--- config.mk ---
export PLATFORM = sky130hd
export DESIGN_NAME = unpack_s3_ctrl
export DESIGN_NICKNAME = d
export VERILOG_FILES = /design/src/rtl/unpack_s3_ctrl_pkg.sv /design/src/rtl/unpack_s3_ctrl_sub.sv /design/src/rtl/unpack_s3_ctrl.sv
export SDC_FILE = /design/constraint.sdc
export NUM_CORES = 1
export LEC_CHECK = 0
export CORE_MARGIN = 2
export CORE_UTILIZATION = 55
export CTS_BUF_LIST = sky130_fd_sc_hd__clkbuf_16
export CTS_CLUSTER_DIAMETER = 40
export DETAILED_ROUTE_END_ITERATION = 6
export MAX_ROUTING_LAYER = met4
export PLACE_DENSITY = 0.79
export REMOVE_ABC_BUFFERS = 1
export SYNTH_ARGS = -nofsm -noshare
export SYNTH_HDL_FRONTEND = slang
export SYNTH_HIERARCHICAL = 1
export SYNTH_SLANG_ARGS = --single-unit
--- constraint.sdc ---
create_clock -name clk -period 3.9 [get_ports clk]
set_input_delay 1.17 -clock clk [delete_from_list [all_inputs] [get_ports clk]]
set_output_delay 1.17 -clock clk [all_outputs]
set_load 0.01 [all_outputs]
--- src/rtl/unpack_s3_ctrl_pkg.sv ---
// Shared definitions for the base-3 byte unpacker: FSM state type,
// the descending powers of three used by the digit extraction, and
// the packed-range limit.
package unpack_s3_ctrl_pkg;

   typedef enum logic [1:0] {
      IDLE = 2'd0,
      SUB  = 2'd1,
      DONE = 2'd2
   } state_t;

   localparam int TRIT_W  = 2;
   localparam int N_TRITS = 5;

   // Largest byte that encodes five valid trits (3^5 - 1)
   localparam logic [7:0] MAX_PACKED = 8'd242;

   // Powers of three for digits 4..1, most significant digit first
   localparam logic [3:0][7:0] POW = {8'd81, 8'd27, 8'd9, 8'd3};

   // Power of three subtracted while extracting digit k (k = 4..1)
   function automatic logic [7:0] pow_of(input logic [2:0] k);
      logic [7:0] p;
      p = 8'd0;
      case (k)
         3'd4:    p = POW[3];
         3'd3:    p = POW[2];
         3'd2:    p = POW[1];
         3'd1:    p = POW[0];
         default: p = 8'd0;
      endcase
      return p;
   endfunction

endpackage

--- src/rtl/unpack_s3_ctrl_sub.sv ---
// 8-bit subtractor with carry-out. o_carry = 1 means i_x1 >= i_y
// (no borrow), in which case o_diff is the true difference.
module sub_2i8_o8 (
   input  logic [7:0] i_x1,
   input  logic [7:0] i_y,
   output logic [7:0] o_diff,
   output logic       o_carry
);

   logic [8:0] w_full;

   // Two's-complement subtraction, carry out of bit 7 is the no-borrow flag
   always_comb begin
      w_full  = {1'b0, i_x1} + {1'b0, ~i_y} + 9'd1;
      o_diff  = w_full[7:0];
      o_carry = w_full[8];
   end

endmodule

--- src/rtl/unpack_s3_ctrl.sv ---
// Unpacks one byte holding five base-3 digits into five 2-bit trits.
// Digits 4..1 are found by repeated subtraction of 81/27/9/3 through a
// single shared subtractor, two attempts per digit, so every byte takes
// exactly 8 SUB cycles regardless of its value. The remainder left after
// digit 1 is digit 0.
// Optional build macro UNPACK_S3_RANGE_CHK_EN adds the err output and
// flags bytes above 242 with zeroed trits instead of a decoded value.
module unpack_s3_ctrl
   import unpack_s3_ctrl_pkg::*;
(
   input  logic                        clk,
   input  logic                        rst,
   input  logic                        in_valid,
   output logic                        in_ready,
   input  logic [7:0]                  in_byte,
   output logic                        out_valid,
   input  logic                        out_ready,
   output logic [N_TRITS*TRIT_W-1:0]   out_trits
`ifdef UNPACK_S3_RANGE_CHK_EN
   ,
   output logic                        err
`endif
);

   state_t      r_state;
   state_t      w_state_next;

   logic [7:0]  r_rem;
   logic [2:0]  r_k;
   logic        r_attempt;
   logic [1:0]  r_count;
   logic [5:0]  r_acc;

   logic [7:0]  w_pow;
   logic [7:0]  w_diff;
   logic        w_carry;
   logic [7:0]  w_rem_next;
   logic [1:0]  w_count_next;
   logic        w_last;

`ifdef UNPACK_S3_RANGE_CHK_EN
   logic        r_over;
`endif

   assign w_pow = pow_of(r_k);

   sub_2i8_o8 u_sub (
      .i_x1    (r_rem),
      .i_y     (w_pow),
      .o_diff  (w_diff),
      .o_carry (w_carry)
   );

   // Result of the current subtraction attempt and end-of-byte detect
   always_comb begin
      w_rem_next   = w_carry ? w_diff : r_rem;
      w_count_next = r_count + {1'b0, w_carry};
      w_last       = (r_k == 3'd1) && r_attempt;
   end

   // State register
   always_ff @(posedge clk) begin
      if (rst) begin
         r_state <= IDLE;
      end else begin
         r_state <= w_state_next;
      end
   end

   // Next-state decode and input handshake
   always_comb begin
      w_state_next = r_state;
      in_ready     = 1'b0;
      case (r_state)
         IDLE: begin
            in_ready = 1'b1;
            if (in_valid) begin
               w_state_next = SUB;
            end
         end
         SUB: begin
            if (w_last) begin
               w_state_next = DONE;
            end
         end
         DONE: begin
            if (out_valid && out_ready) begin
               w_state_next = IDLE;
            end
         end
         default: w_state_next = IDLE;
      endcase
   end

   // Datapath: load byte, step digit extraction, publish trits on entry to DONE
   always_ff @(posedge clk) begin
      if (rst) begin
         r_rem     <= 8'd0;
         r_k       <= 3'd4;
         r_count   <= 2'd0;
         r_attempt <= 1'b0;
         r_acc     <= 6'd0;
         out_valid <= 1'b0;
         out_trits <= '0;
`ifdef UNPACK_S3_RANGE_CHK_EN
         r_over    <= 1'b0;
         err       <= 1'b0;
`endif
      end else begin
         case (r_state)
            IDLE: begin
               if (in_valid) begin
                  r_rem     <= in_byte;
                  r_k       <= 3'd4;
                  r_attempt <= 1'b0;
                  r_count   <= 2'd0;
`ifdef UNPACK_S3_RANGE_CHK_EN
                  r_over    <= (in_byte > MAX_PACKED);
`endif
               end
            end
            SUB: begin
               r_rem <= w_rem_next;
               if (!r_attempt) begin
                  r_attempt <= 1'b1;
                  r_count   <= w_count_next;
               end else begin
                  r_attempt <= 1'b0;
                  r_count   <= 2'd0;
                  r_acc     <= {r_acc[3:0], w_count_next};
                  r_k       <= r_k - 3'd1;
                  if (w_last) begin
                     out_valid <= 1'b1;
`ifdef UNPACK_S3_RANGE_CHK_EN
                     if (r_over) begin
                        out_trits <= '0;
                        err       <= 1'b1;
                     end else begin
                        out_trits <= {r_acc, w_count_next, w_rem_next[1:0]};
                     end
`else
                     out_trits <= {r_acc, w_count_next, w_rem_next[1:0]};
`endif
                  end
               end
            end
            DONE: begin
               if (out_valid && out_ready) begin
                  out_valid <= 1'b0;
`ifdef UNPACK_S3_RANGE_CHK_EN
                  err       <= 1'b0;
`endif
               end
            end
            default: ;
         endcase
      end
   end

endmodule

==> results.json <==
{
  "run_status": "finished, final reports clean",
  "synthesis.area_mm2": 0.00191,
  "htreeDepth": 2,
  "synth-simple-area-share": 0.197,
  "antennaDiodeCount": 0,
  "ctsResizeCount": 0,
  "clk_latency_ns": 0.28,
  "yosysTopAreaCell": "dfxtp_1",
  "synth_ff_type": "dfxtp_1",
  "rsz0062_at_grt": "no",
  "relSlewSlack": 0.492,
  "finClkSkew_ns": 0.00279,
  "critPathBufInv": 2,
  "synthToLayoutAreaGrowth_pct": 19.4,
  "cp_slowest_cell": "fa_1",
  "netlist.area_leader.share": 0.345,
  "gp_congestion": 0.820,
  "cp_top_family": "adder cells",
  "start_util": 0.573,
  "routed_wl_mm": 4.08,
  "worst_slack_ns": 0.532,
  "power_density_mw_per_mm2": 410,
  "nets": 271,
  "synthMuxAreaShare": 0.0164,
  "cts_buffers": 5,
  "hold_path_class": "reg -> reg",
  "hold_buffers": 0,
  "dr_wl_met2_mm": 1.88,
  "path_cells": "inv_1, ha_1, mux2_2, o21bai_1, ha_1, fa_1, nor2b_4, o21ai_2, a21boi_2, o21ai_1, a21oi_1, buf_4, or3b_2, o21ai_0, a211oi_1",
  "timing.hold.ws_ns": 0.453,
  "drv_slew": 0,
  "grt_pass1_vias": 1621,
  "final_antenna_net_count": 0,
  "vias": 1653,
  "period_needed_ns": 3.37,
  "groute.usage.overall": 0.237,
  "path_common_cell": "ha_1",
  "first_pass_iters": 4,
  "ir_drop_uv": 187,
  "synth_top_family_by_area": "compound AO/OA/AOI/OAI gates",
  "cts_tree": "done",
  "overflow": 0,
  "cp_max_fo": 9,
  "viasPerCell": 5.68,
  "row_count": 21,
  "drive_gt1_frac": 0.0776,
  "postCtsSetupRepairBufs": 0,
  "critical_path_class": "reg -> reg",
  "grt_max_degree": 24,
  "power.leakage_nw": 0.824,
  "ctsRootBufferMaster": "clkbuf_16",
  "core_area_mm2": 0.00334,
  "wl_met3_um": 143,
  "port_buffers": 23,
  "synth_cells": 225,
  "die_y_um": 63.0,
  "ff2ff_setup_slack_ns": 0.53,
  "fillers": 288,
  "cts.sinks": 33,
  "finalHoldViolCount": 0,
  "endpoint_kind": "flip-flop",
  "drt-initial-drc-count": 146,
  "drc": 0,
  "fin_util": 0.685,
  "cp.required_ns": 4.03,
  "chipWidth_um": 63.0,
  "yosys.area_share.adder": 0.102,
  "async_flop_share": 0,
  "place_inst": 283,
  "worst_slew_pin_slew_ns": 0.759,
  "ys_seq_elements": 33,
  "wire_per_inst_um": 14.0,
  "cp.arrival_ns": 3.50,
  "synth.yosys.warnings": 6,
  "max_stage_delay_ns": 0.44,
  "dp.final_hpwl_mm": 2.66,
  "period_share": 0.864,
  "clk_pin_slew_ns": 0.05,
  "die-area_mm2": 0.00397,
  "synth_area_leaders": "dfxtp_1 (35%), ha_1 (9.2%), a21oi_1 (7.1%)",
  "finalNonFillerCells": 291,
  "max_freq_mhz": 297,
  "synth-seq-area-share": 0.345,
  "drv.max_cap_violation_count": 0,
  "routed.top_layer": "met4",
  "critPathLaunchType": "flip-flop",
  "synth_compound_area_frac": 0.232,
  "place_ws_ns": 0.568,
  "grt_pass1_wl_mm": 7.25,
  "setup_viol": 0,
  "wirelength_met1_mm": 1.97,
  "antenna_found_initial": 0,
  "synth_cell_type_count": 50,
  "synth_xor_xnor_area_share": 0.0229,
  "avgSynthCellArea_um2": 8.50,
  "clk_path_buf_depth": 2,
  "ioPinCount": 24,
  "synth_edf_count": 0,
  "tns_ns": 0
}
-- cells in the mapped netlist, types with 2 or more instances --
cell type	count
nand2_1	15
ha_1	14
a21oi_2	2
mux2i_1	2
buf_4	3
clkbuf_1	4
a22oi_1	5
o22ai_1	4
nor3_1	5
a21oi_1	27
o21ai_0	9
nand3b_1	3
xnor2_1	5
o21a_1	3
o21bai_1	2
and3b_1	2
or3_1	2
nor2b_1	3
nand3_1	13
inv_1	15
buf_2	3
buf_6	4
dfxtp_1	33
a211oi_1	6
nor2_1	16
-- sequential cells by signal (all words and copies together), names as in the netlist --
signal     cells
out_trits     10
r_rem          8
r_acc          6
r_k            3
r_count        2
r_state        2
out_valid      1
r_attempt      1
-- final timing paths --
path | cells after the start | endpoint | start
worst max register to register | 15 | r_rem[0] | r_k[0]
worst min-delay path | 2 | r_acc[5] | r_acc[5]
worst max-delay path | 15 | r_rem[0] | r_k[0]
worst min register to register | 2 | r_acc[5] | r_acc[5]
-- tightest hold or removal path, cell delays in order (launching register included) --
cell and delay (ns):
dfxtp_1 0.30, nand2_1 0.05, a21oi_1 0.05
-- cell usage in the layout (no fill, tap or decap), types with 2 or more instances in the layout --
| master | n |
|---|---|
| dfxtp_1 | 33 |
| a21oi_1 | 27 |
| clkdlybuf4s50_1 | 23 |
| nor2_1 | 16 |
| inv_1 | 16 |
| nand2_1 | 15 |
| ha_1 | 14 |
| nand3_1 | 13 |
| o21ai_0 | 9 |
| a211oi_1 | 6 |
| xnor2_1 | 5 |
| nor3_1 | 5 |
| a22oi_1 | 5 |
| clkbuf_16 | 5 |
| o22ai_1 | 4 |
| nand3b_1 | 3 |
| nor2b_1 | 3 |
| conb_1 | 3 |
| o21a_1 | 3 |
| o21bai_1 | 2 |
| and3b_1 | 2 |
| mux2i_1 | 2 |
| a21oi_2 | 2 |
| or3_1 | 2 |
| buf_4 | 2 |
-- power breakdown --
group | total [W] | internal [W] | switching [W]
Sequential | 0.000361 | 0.000348 | 0.0000130
Clock | 0.000438 | 0.000296 | 0.000142
Combinational | 0.000137 | 0.0000673 | 0.0000702
-- per-stage QoR --
stage / instance area [um2] / total power [W]
after global placement: 2120 / 0.000501
after CTS: 2280 / 0.000941
final: 2280 / 0.000936
after floorplan: 1820 / 0.000461
after detailed placement: 2120 / 0.000501
after global routing: 2280 / 0.000974
-- routing by layer --
layer | global-route usage | vias to the layer above
met2 | 0.370 | 31
li1 | - | 829
met3 | 0.0559 | 8
met4 | 0.0944 | 0
met5 | - | -
met1 | 0.295 | 785
-- layout make-up --
type                    count  area [um2]  area share
clock buffers               5         125      0.0548
repair buffers             25         245       0.107
clock inverters             3        37.5      0.0164
flip-flops and latches     33         661       0.289
well taps                  46        57.6      0.0252
inverters                  15        56.3      0.0246
multi-input cells         164        1100       0.482
-- cell families (layout without fill, tap and decap cells) --
logic type | after synthesis | count (layout)
XOR/XNOR | 5 | 5
buffers and inverters | 30 | 48
flip-flops | 33 | 33
other | 1 | 3
AO/OA/AOI/OAI | 69 | 69
AND/OR/NAND/NOR | 69 | 69
multiplexers | 3 | 3
adder cells (fa/ha/maj) | 15 | 15
Note: power is estimated with default switching activity, not from simulation.
